--- src/rtl/debug_step_display_pkg.sv ---
// debug_step_display_pkg: shared FSM encoding, blank pattern and index-width helpers.
// Used by debug_step_display; holds no ports.
package debug_step_display_pkg;
  typedef enum logic [1:0] {ST_RUN, ST_BLANK, ST_SHOW, ST_STEP} state_t;
  localparam logic [63:0] BLANK_PATTERN = '1;
  function automatic int num_segs(input int data_w, input int led_w);
    return (data_w + led_w - 1) / led_w;
  endfunction
  function automatic int idx_w(input int n);
    return n > 1 ? $clog2(n) : 1;
  endfunction
endpackage

--- src/rtl/debug_step_display_step_sync_edge.sv ---
// debug_step_display_step_sync_edge: synchronises the step switch, detects rising edges, holds a pending flag.
// Ports: clk, reset_n (sync, active-low), step_sw (async), consume (clears flag), pending (queued step).
module debug_step_display_step_sync_edge (
  input  logic clk,
  input  logic reset_n,
  input  logic step_sw,
  input  logic consume,
  output logic pending
);
  logic [2:0] sync;
  always_ff @(posedge clk) begin
    if (!reset_n) begin
      sync    <= '0;
      pending <= 1'b0;
    end else begin
      sync    <= {sync[1:0], step_sw};
      pending <= consume ? 1'b0 : pending | (sync[1] & ~sync[2]);
    end
  end
endmodule

--- src/rtl/debug_step_display.sv ---
// debug_step_display: clock-enable stepping of a multicycle CPU, pausing at fetch to page debug words onto LEDs.
// Ports: clk, reset_n (sync, active-low), cu_state, dbg_data (NUM_CH words), step_sw, run_mode,
//        cpu_en (CPU clock enable), led_out, paused, frame_done.
module debug_step_display
  import debug_step_display_pkg::*;
#(
  parameter int DATA_W      = 32,
  parameter int LED_W       = 16,
  parameter int NUM_CH      = 2,
  parameter int STATE_W     = 6,
  parameter int FETCH_STATE = 0,
  parameter int DIV_W       = 3
) (
  input  logic                     clk,
  input  logic                     reset_n,
  input  logic [STATE_W-1:0]       cu_state,
  input  logic [NUM_CH*DATA_W-1:0] dbg_data,
  input  logic                     step_sw,
  input  logic                     run_mode,
  output logic                     cpu_en,
  output logic [LED_W-1:0]         led_out,
  output logic                     paused,
  output logic                     frame_done
);
  localparam int SEGS = num_segs(DATA_W, LED_W);
  localparam int SEG_W = idx_w(SEGS);
  localparam int CH_W = idx_w(NUM_CH);
  localparam logic [SEG_W-1:0] SEG_TOP = SEG_W'(SEGS - 1);
  localparam logic [CH_W-1:0] CH_LAST = CH_W'(NUM_CH - 1);
  localparam logic [LED_W-1:0] BLANK = BLANK_PATTERN[LED_W-1:0];
  state_t state;
  logic [DIV_W-1:0] div_cnt;
  logic [CH_W-1:0] ch, nch;
  logic [SEG_W-1:0] seg, nseg;
  logic [DATA_W-1:0] word;
  logic [SEGS*LED_W-1:0] wide;
  logic [LED_W-1:0] nslice, state_led;
  logic tick, frame_end, resume, pending, consume;
  assign tick = &div_cnt;
  assign frame_end = state == ST_SHOW && ch == CH_LAST && seg == '0;
  assign resume = run_mode || pending;
  assign consume = tick && frame_end && resume;
  assign state_led = LED_W'(cu_state);
  debug_step_display_step_sync_edge u_step (
    .clk     (clk),
    .reset_n (reset_n),
    .step_sw (step_sw),
    .consume (consume),
    .pending (pending)
  );
  // Indices of the slice to show after this tick: BLANK restarts at the top slice of channel 0.
  always_comb begin
    nch = state != ST_SHOW ? '0 : seg == '0 ? ch + 1'b1 : ch;
    nseg = (state != ST_SHOW || seg == '0) ? SEG_TOP : seg - 1'b1;
    word = '0;
    for (int k = 0; k < NUM_CH; k++)
      if (nch == CH_W'(k)) word = dbg_data[k*DATA_W +: DATA_W];
    wide = '0;
    wide[DATA_W-1:0] = word;
    nslice = '0;
    for (int s = 0; s < SEGS; s++)
      if (nseg == SEG_W'(s)) nslice = wide[s*LED_W +: LED_W];
  end
  always_ff @(posedge clk) begin
    if (!reset_n) begin
      div_cnt    <= '0;
      state      <= ST_RUN;
      ch         <= '0;
      seg        <= '0;
      led_out    <= BLANK;
      cpu_en     <= 1'b0;
      paused     <= 1'b0;
      frame_done <= 1'b0;
    end else begin
      div_cnt    <= div_cnt + 1'b1;
      cpu_en     <= 1'b0;
      frame_done <= 1'b0;
      if (tick) begin
        case (state)
          ST_RUN: begin
            if (cu_state == STATE_W'(FETCH_STATE)) begin
              state   <= ST_BLANK;
              paused  <= 1'b1;
              led_out <= BLANK;
            end else begin
              cpu_en  <= 1'b1;
              led_out <= state_led;
            end
          end
          ST_BLANK: begin
            state   <= ST_SHOW;
            ch      <= nch;
            seg     <= nseg;
            led_out <= nslice;
          end
          ST_SHOW: begin
            if (frame_end) begin
              frame_done <= 1'b1;
              state      <= resume ? ST_STEP : ST_BLANK;
              led_out    <= resume ? state_led : BLANK;
            end else begin
              ch      <= nch;
              seg     <= nseg;
              led_out <= nslice;
            end
          end
          ST_STEP: begin
            // One enable pulse moves the CPU off the fetch state before RUN checks it again.
            cpu_en  <= 1'b1;
            paused  <= 1'b0;
            state   <= ST_RUN;
            led_out <= state_led;
          end
          default: state <= ST_RUN;
        endcase
      end
    end
  end
endmodule
--- config.mk ---
export PLATFORM = sky130hd
export DESIGN_NAME = debug_step_display
export DESIGN_NICKNAME = d
export VERILOG_FILES = /design/src/rtl/debug_step_display_pkg.sv /design/src/rtl/debug_step_display_step_sync_edge.sv /design/src/rtl/debug_step_display.sv
export SDC_FILE = /design/constraint.sdc
export NUM_CORES = 1
export LEC_CHECK = 0
export BUFFER_PORTS_ARGS = -buffer_cell sky130_fd_sc_hd__buf_2
export CAP_MARGIN = 20
export CORE_MARGIN = 2
export CORE_UTILIZATION = 55
export CTS_BUF_LIST = sky130_fd_sc_hd__clkbuf_8
export DETAILED_ROUTE_END_ITERATION = 10
export HOLD_SLACK_MARGIN = 0.03
export PLACE_DENSITY = 0.93
export SYNTH_ARGS = -nofsm -noshare
export SYNTH_HDL_FRONTEND = slang
export SYNTH_SLANG_ARGS = --single-unit
--- constraint.sdc ---
create_clock -name clk -period 4.45 [get_ports clk]
set_input_delay 0.445 -clock clk [delete_from_list [all_inputs] [get_ports clk]]
set_output_delay 0.445 -clock clk [all_outputs]
set_load 0.02 [all_outputs]
# == Yosys cells after proc, flatten, opt, wreduce, memory -nomap -nowiden ==
# Cells that the tools add are included.
# word_totals
reg_bits,30
output_inout_bits,19
latch_bits,0
rom_bits,0
mem_count,0
ramBits,0
word_cells,64
inputBits,74
# classes
n_div,0
n_eq_ne,7
bitwise,5
shift,0
addsub,3
n_lt_le_gt_ge,0
muxes,22
reduce_logical,17
n_mul,0
# op_table
operator,count
16-bit two-way mux,4
16-bit case mux with 4 select lines,1
32-bit two-way mux,1
5-bit AND reduction,4
1-bit two-way mux,8
"2-bit != test, second input constant",4
1-bit case mux with 2 select lines,4
2-bit case mux with 4 select lines,1
6-bit logical NOT,1
2-bit two-way mux,3
"2-bit equality test, second input constant",2
1-bit logical AND,4
4-bit AND reduction,1
2-bit nonzero test,2
"3-bit by 1-bit adder with 3-bit output, second input constant",1
1-bit inverter,3
3-bit AND reduction,1
"2-bit by 1-bit equality test with 1-bit output, second input constant",1
2-bit logical NOT,1
1-bit logical OR,2
2-bit OR reduction,1
"1-bit adder, second input constant",1
1-bit AND,1
1-bit OR,1
"1-bit subtractor, second input constant",1

# == Logic depth before layout (Yosys ltp) ==
# Gate-level depths: netlist of the first run.
# depth
word_depth,7
mapped_depth,9
ltp_nobuf,7

# == Modules after synthesis ==
# Synthesis of the first run repeated with hierarchy kept, for this count alone.
# unflattened
cells_unflattened,289
hier_area_um2,2280.9
# by_module_without_submodules
module,cells_each,area_each_um2,seq_area_each_um2,n_inst
debug_step_display,279,2160.8,520.5,1
debug_step_display_step_sync_edge,10,120.1,80.1,1

# == Worst setup path before layout of the first run ==
# Ideal clock, no wire load.
# synth_timing
path_kind,register to register
from,reg state[0]
to,reg led_out[0]
setup_slack_ps,2590
t_arrival_ps,1721
synth_period_minus_slack_ps,1860
required_time_ps,4311
stages_incl_launch_ff,10
n_path_buf,2
setup_ps,139
cell_sequence,dfxtp_1 inv_1 ha_1 buf_4 nand2_2 buf_6 mux2i_1 o21ai_0 o221ai_1 o2111ai_1
# synth_via
elab_chain_cells,6
elab_cells_between_ends,14
classes_between,4 x eq/ne; 6 x mux; 4 x reduce/logical
# synth_lines
item,line_no,source
"start, declared",debug_step_display.sv:31,state_t state;
"start signal, assigned",debug_step_display.sv:99,state <= resume ? ST_STEP : ST_BLANK;
2-bit != test,"debug_step_display.sv:53, debug_step_display.sv:54",
1-bit two-way mux / 1-bit logical OR (equally long branches),"debug_step_display.sv:53, debug_step_display.sv:54",
32-bit two-way mux / 1-bit two-way mux (equally long branches),"debug_step_display.sv:57, debug_step_display.sv:54",
16-bit two-way mux,debug_step_display.sv:62,if (nseg == SEG_W'(s)) nslice = wide[s*LED_W +: LED_W];
16-bit two-way mux,debug_step_display.sv:97,if (frame_end) begin
16-bit case mux with 4 select lines (*),debug_step_display.sv:79,case (state)
"end signal, assigned",debug_step_display.sv:87,led_out <= state_led;
"end signal, assigned",debug_step_display.sv:100,led_out <= resume ? state_led : BLANK;
"end signal, assigned",debug_step_display.sv:104,led_out <= nslice;
"end, declared",debug_step_display.sv:21,"output logic [LED_W-1:0] led_out,"
# Mark *: on every way between the ends. The rest lies on a longest branch, timed or not.
# A chain may end at the register's enable or synchronous reset.

# == Worst setup path in the final report of the first run ==
# layout_timing
from,reg state[0]
to,reg led_out[1]
# Same word-level chain as after synthesis.

==> summary.txt, run 1 <==
Least-Margin Pin Slew: 0.798 ns
GPL Wtd Cong: 0.898
Die ar.: 0.00495 mm2
row count: 24
GRT overflow: 0
synthesized flop and latch total: 30
Worst setup EP type: flop
Clock Sink Count: 30
Synth async-reset ratio: 0
Die X: 70.3 um
Max Clk Rate: 398 MHz
Final period util: 0.565
max_cap viols: 0
cells resized by post-CTS repair: 0
P_leak: 0.00132 uW
P&R area growth vs syn: 22.3%
Layout fillers: 369
drt via density: 6.29
die height: 70.3 um
Worst-Skew Late Latency: 0.29 ns
CTS H-tree lvls: 2
initial antenna violation count: 0
cell taking the most area after synthesis: dfxtp_1
startpoint types: flop
synthesized area: 0.00242 mm2
Global Route Usage Sum: 0.288
cell count after synthesis: 311
Post-Syn Nets: 393
CTS max path bufs: 2
critical path class: reg2reg
layout cells sized above 1: 0.309
detailed-placement wirelength estimate: 5.30 mm
largest net degree at the start of global routing: 42
port bufs: 92
VDD IR max: 147 uV
drc violations: 0
Setup Total Neg Slack: 0 ns
Post-CTS Setup Bufs: 0
largest fanout on the critical path: 15
final setup vio count: 0
Yosys top cell area share: 0.248
ys flop type: dfxtp_1
Nets: 470
min Tclk post-route: 2.51 ns
first-pass GRT wire length: 11.6 mm
Post-synth EDFFs: 0
Synth area leaders: dfxtp_1 (25%), o21ai_0 (8.9%), mux2i_1 (7.0%)
CTS buffer count: 5
post-route cell area: 0.00296 mm2
# hold bufs at CTS: 0
wirelength, routed: 7.32 mm
status: finished clean
placed inst area: 0.00282 mm2
core footprint: 0.00429 mm2
Starting Density: 0.564
Synth Warn #: 0
Antenna Nets Post-Route: 0
Detailed Route Iter0 Violations: 303
vias in the first global route: 2,514
I/O pins: 93
sequential fraction of the synthesis area: 0.248
CP arrival: 2.65 ns
first drt pass iteration count: 5
TritonCTS clock tree: done
number of hold violations in the final report: 0
DR WL/cell: 16.6 um
clock-pin slew on the worst setup and hold paths: 0.07 ns
Vias: 2,768
Max Slew Vio Count: 0
Hold Slack: 0.366 ns
CP required: 4.59 ns
clock root cell: clkbuf_8
skew final: 0.00628 ns
Ant. Diodes: 0
relative slew slack: 0.468
HP Class: in2reg
Avg Inst Size Synth: 7.78 um2
Yosys cell types: 47
pwr dens: 215 mW/mm2
unrepaired setup endpoints after global routing: false
worst max-delay path, stage by stage, from the launching register on:
cell	delay [ns]
dfxtp_1	0.35
inv_1	0.15
ha_1	0.55
and2_0	0.73
a31oi_1	0.10
o221a_2	0.16
o221ai_1	0.19
o2111ai_1	0.13
final cells by class:
class | count | area (um2) | share of cell area
clock buffer | 6 | 82.6 | 0.0279
inverter | 15 | 56.3 | 0.0190
sequential | 30 | 601 | 0.203
tap | 52 | 65.1 | 0.0220
multi-input combinational | 241 | 1620 | 0.548
clock inverter | 1 | 30.0 | 0.0101
timing repair buffer | 95 | 503 | 0.170
Yosys cell counts (2+ instances only):
library cell and number:
o21a_1 10, and2_1 8, a31oi_1 14, nand2b_1 4, o221ai_1 10, ha_1 8
a221oi_1 9, nor2_1 13, buf_6 3, inv_1 15, o22a_1 3, buf_2 5
o211ai_1 3, nand2_2 2, nor4b_1 2, nand2_1 40, o21ai_0 43, a21oi_1 8
dfxtp_1 30, and3_1 2, nand3_1 6, clkbuf_1 11, nor2b_1 4, mux2_2 2
o221a_2 6, buf_4 5, nor3b_1 4, o2111ai_1 5, a2111oi_2 2, mux2i_1 17
placed cells by master (no fill, tap or decap), drive strengths merged, types with 2 or more instances in the layout:
cell	instances
buf	95
o21ai	44
nand2	42
dfxtp	30
mux2i	17
inv	15
a31oi	14
nor2	13
o21a	10
o221ai	10
a221oi	10
and2	10
a21oi	9
ha	8
o221a	6
nand3	6
clkbuf	6
o2111ai	5
nand2b	4
nor3b	4
nor2b	4
o22a	3
o211ai	3
a2111oi	3
and3	2
nor4b	2
mux2	2
final timing paths:
path | from | cells past startpoint | end | slack [ns]
max | state[0]$_SDFFE_PN0P_ | 7 | led_out[1]$_SDFFE_PN1N_ | 1.94
min | step_sw | 2 | u_step.sync[0]$_SDFF_PN0_ | 0.37
max reg2reg | state[0]$_SDFFE_PN0P_ | 7 | led_out[1]$_SDFFE_PN1N_ | 1.94
min reg2reg | u_step.sync[0]$_SDFF_PN0_ | 1 | u_step.sync[1]$_SDFF_PN0_ | 0.44
cell families after synthesis:
group                      count (synthesis)  share of synthesized area
AOI/OAI and AO/OA                        121                      0.357
and+or+nand+nor                           93                      0.193
buffers and inverters                     40                     0.0816
DFF                                       30                      0.248
muxes                                     19                     0.0796
adders and majority gates                  8                     0.0413
routing by layer:
metal | wire length, um | vias up | track usage
li1 | - | 1310 | -
met1 | 2950 | 1286 | 0.357
met2 | 3620 | 151 | 0.504
met3 | 582 | 21 | 0.0592
met4 | 167 | 0 | 0.0769
met5 | 0 | - | 0
report_power, final:
group          leakage (uW)  switching, uW  internal, uW  total, uW
logic               0.00102           36.8          38.0       74.8
registers          0.000244           3.27           274        277
clock network     0.0000573            105           179        284
flip-flops by register name (all words and copies together), names as in the netlist:
register and cells:
paused 1, led_out 16, seg 1, frame_done 1
ch 1, cpu_en 1, u_step.sync 3, state 2
div_cnt 3, u_step.pending 1
per-stage QoR:
stage,util,power [uW],std cells,worst slack (ns)
6_report,0.689,636,440,1.94
3_5_place_dp,0.657,357,432,1.99
3_3_place_gp,0.657,354,432,2.13
4_1_cts,0.683,630,439,1.98
5_1_grt,0.689,652,440,1.78
2_1_floorplan,-,310,311,2.59
(Power assumes the default switching activity.)
==> run 2, diff against run 1 <==
- CORE_UTILIZATION: 55 -> 46
- PLACE_DENSITY: 0.93 -> 0.84
- clock period: 4.45 -> 2 ns (I/O delays scaled with it)
==> summary.txt, run 2 (synthesized netlist as in run 1, its figures left out) <==
status: finished clean
number of hold violations in the final report: 0
Max Clk Rate: 530 MHz
Ant. Diodes: 0
CTS H-tree lvls: 2
Starting Density: 0.474
Biggest register: led_out
CP required: 2.17 ns
core footprint: 0.00511 mm2
port bufs: 92
Antenna Nets Post-Route: 0
first-pass GRT wire length: 11.4 mm
Layout fillers: 482
Die ar.: 0.00586 mm2
Post-Layout Cell Count: 474
drc violations: 0
Worst-Skew Late Latency: 0.28 ns
largest fanout on the critical path: 14
vias in the first global route: 2,545
layout cells sized above 1: 0.342
P_leak: 0.00139 uW
Seq. cell area: 601 um2
CTS buffer count: 5
detailed-placement wirelength estimate: 5.34 mm
CTS max path bufs: 2
crit-path cells: inv_1 -> buf_4 -> ha_1 -> buf_4 -> a31oi_1 -> nand2_1 -> a221oi_1 -> a2111oi_2 -> o22a_1
HP Start: step_sw
worst slack, placed: 0.0197 ns
clock-pin slew on the worst setup and hold paths: 0.06 ns
pwr dens: 416 mW/mm2
skew final: 0.00327 ns
P&R area growth vs syn: 27.1%
final setup vio count: 0
initial antenna violation count: 0
grt met3 use: 0.0415
Final period util: 0.943
CP dominant cell by count: buf_4
relative slew slack: 0.732
I/O pins: 93
post-route cell area: 0.00308 mm2
Max Slew Vio Count: 0
drt via density: 5.67
largest net degree at the start of global routing: 31
top flop regs: led_out: 16 flops, div_cnt: 3 flops, u_step.sync: 3 flops
Nets: 485
commonest non-fill, non-tap cells in the layout: buf_2 (92), o21ai_0 (43), nand2_1 (39), dfxtp_1 (30)
Detailed Route Iter0 Violations: 161
fin worst setup slack: 0.113 ns
Worst Setup SP: state[0]$_SDFFE_PN0P_
slowest cell on the critical path: a221oi_1
max_cap viols: 0
worst r2r src: state[0]$_SDFFE_PN0P_
Worst setup EP type: flop
gr busiest metal: met2
most common cell after layout, fill and taps aside: buf_2
wirelength, routed: 6.89 mm
die height: 76.5 um
first drt pass iteration count: 5
DR WL/cell: 14.5 um
Least-Margin Pin Slew: 0.402 ns
placed inst area: 0.00298 mm2
HP Class: in2reg
GRT overflow: 0
Die X: 76.5 um
Clock Sink Count: 30
max reg flops: 16
GR Layer Usage met1: 0.293
Multi-input gate area: 0.00163 mm2
clock root cell: clkbuf_8
Vias: 2,687
total placed cells including tap cells: 466
Global Route Usage Sum: 0.235
VDD IR max: 238 uV
CP arrival: 2.06 ns
TritonCTS clock tree: done
Total Power: 1280 uW
GPL Wtd Cong: 0.915
min Tclk post-route: 1.89 ns
startpoint types: flop
unrepaired setup endpoints after global routing: true
row count: 26
GR Util met2: 0.407
critical path class: reg2reg
Max stage delay on crit path: 0.35 ns
==> run 2: final timing paths <==
| kind | endpoint | slack [ns] | depth (start not counted) |
|---|---|---|---|
| setup reg to reg | led_out[13]$_SDFFE_PN1N_ | 0.11 | 9 |
| setup / recovery | led_out[13]$_SDFFE_PN1N_ | 0.11 | 9 |
| hold reg to reg | u_step.sync[1]$_SDFF_PN0_ | 0.43 | 1 |
| hold / removal | u_step.sync[0]$_SDFF_PN0_ | 0.13 | 2 |
==> run 2: cell type report <==
type	count	share of cell area
Clock inverter	2	0.00285
Inverter	15	0.0183
Clock buffer	6	0.0268
Multi-Input combinational cell	241	0.531
Tap cell	70	0.0285
Sequential cell	30	0.195
Timing Repair Buffer	110	0.198
==> run 2: repair_timing <==
item / in CTS / in global routing
setup buffers: 0 / 0
setup endpoints to repair: 0 / 10
hold buffers: 0 / 0
resized for setup: 0 / 4
==> run 2: per-stage QoR <==
step / TNS, ns / hold WS (ns) / utilization
floorplan: 0 / 0.327 / -
global placement: 0 / 0.411 / 0.583
detailed placement: 0 / 0.417 / 0.583
CTS: 0 / 0.123 / 0.600
global route: -0.0901 / 0.127 / 0.603
finish: 0 / 0.127 / 0.603
==> run 2: critical path: cells and delay by family, from the launching register on <==
| family | cells | cell delay, ns |
|---|---|---|
| compound gates | 4 | 0.77 |
| buf+inv | 3 | 0.39 |
| flops | 1 | 0.34 |
| fa+ha+maj | 1 | 0.21 |
| simple gates | 1 | 0.07 |
==> run 2: where the power goes <==
part           internal (uW)  switching (uW)
logic                   88.3            80.4
clock network            272             224
registers                610            6.97
total                    970             311
==> run 2: metal layers <==
metal | wire length, um | vias to the layer above
met3 | 551 | 16
met4 | 157 | 0
met5 | 0 | -
met1 | 2880 | 1195
met2 | 3300 | 136
li1 | - | 1340
==> run 3, diff against run 2 <==
- GPL_TIMING_DRIVEN: default -> 0
==> summary.txt, run 3 (synthesized netlist as in run 1, its figures left out) <==
status: finished clean
fin worst setup slack: 0.0767 ns
Least-Margin Pin Slew: 0.645 ns
Setup Total Neg Slack: 0 ns
most common cell after layout, fill and taps aside: buf_2
commonest non-fill, non-tap cells in the layout: buf_2 (98), o21ai_0 (43), nand2_1 (40), dfxtp_1 (28), mux2i_1 (16)
wirelength, routed: 7.56 mm
Layout fillers: 497
Clock Sink Count: 30
clock root cell: clkbuf_8
final setup vio count: 0
Nets: 492
Detailed Route Iter0 Violations: 177
CP required: 2.17 ns
r2r setup slk: 0.08 ns
GRT overflow: 0
port bufs: 92
TritonCTS clock tree: done
layout cells sized above 1: 0.352
Starting Density: 0.474
largest fanout on the critical path: 10
detailed-placement wirelength estimate: 5.69 mm
DR WL/cell: 15.8 um
clock-pin slew on the worst setup and hold paths: 0.06 ns
min Tclk post-route: 1.92 ns
P&R area growth vs syn: 29.8%
CTS max path bufs: 2
first-pass GRT wire length: 12.2 mm
# hold bufs at CTS: 0
pwr dens: 402 mW/mm2
HP Class: in2reg
Antenna Nets Post-Route: 0
worst slack, placed: -0.279 ns
P_leak: 0.00138 uW
Global Route Usage Sum: 0.253
Biggest register: led_out
CTS buffer count: 5
Max Slew Vio Count: 0
core footprint: 0.00511 mm2
Die X: 76.5 um
skew final: 0.00664 ns
CTS H-tree lvls: 2
relative slew slack: 0.568
critical path class: reg2reg
top flop regs: led_out: 16 flops, div_cnt: 3 flops, u_step.sync: 3 flops
initial antenna violation count: 0
first drt pass iteration count: 5
VDD IR max: 338 uV
Max Clk Rate: 520 MHz
drc violations: 0
GPL Wtd Cong: 0.864
Final Util: 0.615
CP arrival: 2.09 ns
Ant. Diodes: 0
max reg flops: 16
die height: 76.5 um
Die ar.: 0.00586 mm2
Final period util: 0.962
Worst-Skew Late Latency: 0.28 ns
row count: 26
largest net degree at the start of global routing: 11
max_cap viols: 0
vias in the first global route: 2,637
number of hold violations in the final report: 0
I/O pins: 93
Worst setup EP type: flop
startpoint types: flop
Vias: 2,816
drt via density: 5.88
-- run 3: cell count changes in the layout (fill, tap and decap cells not counted), sizes merged --
| cell | previous run | this run |
|---|---|---|
| clkbuf | 6 | 16 |
| buf | 110 | 107 |
| inv | 16 | 15 |
| clkinv | 1 | 0 |
-- run 3: final timing paths --
kind                                                start                   endpoint  depth (start not counted)
worst max-delay path                state[0]$_SDFFE_PN0P_   led_out[13]$_SDFFE_PN1N_                          8
worst min-delay path                              step_sw  u_step.sync[0]$_SDFF_PN0_                          2
worst max register to register      state[0]$_SDFFE_PN0P_   led_out[13]$_SDFFE_PN1N_                          8
worst min register to register  u_step.sync[0]$_SDFF_PN0_  u_step.sync[1]$_SDFF_PN0_                          1
-- run 3: per-stage QoR --
stage / instances / hold WS (ns) / total power (uW) / instance area (um2)
2_1_floorplan: 311 / 0.327 / 690 / 2420
3_3_place_gp: 473 / 0.407 / 791 / 2970
3_5_place_dp: 473 / 0.414 / 794 / 2970
4_1_cts: 479 / 0.129 / 1260 / 3090
5_1_grt: 479 / 0.144 / 1310 / 3140
6_report: 479 / 0.127 / 1260 / 3140
-- run 3: layout make-up --
type,count,area [um2],area share
repair buffers,92,460,0.146
clock buffers,6,82.6,0.0263
well taps,70,87.6,0.0279
flip-flops and latches,30,603,0.192
inverters,15,58.8,0.0187
multi-input cells,241,1700,0.541
plain buffers,25,151,0.0482
-- run 3: routing by layer --
metal	part of all wire	up-vias	GRT usage	wire (um)
met5	0	-	0	0
met4	0.015	0	0.0618	116
met3	0.074	16	0.0533	560
met2	0.47	138	0.430	3580
met1	0.44	1298	0.328	3300
li1	-	1364	-	-
-- run 3: power by group --
group	internal (uW)	total, uW	switching, uW	leakage (uW)
Clock	265	474	209	0.0000431
Combinational	87.0	173	85.7	0.00110
Sequential	610	616	6.60	0.000245
-- run 3: critical path: stages (launching register included) --
cell       delay [ns]
dfxtp_2          0.36
inv_4            0.09
ha_4             0.16
buf_6            0.16
buf_6            0.17
nand2_2          0.16
a221oi_1         0.42
a2111oi_2        0.10
o22a_1           0.20
-- run 3: timing repair --
| item | in CTS | in global routing |
|---|---|---|
| setup buffers | 0 | 0 |
| hold endpoints to repair | 0 | 0 |
| resized for setup | 11 | 12 |
| gates cloned | 0 | 0 |
| pin swaps | 0 | 2 |
| setup endpoints to repair | 15 | 14 |
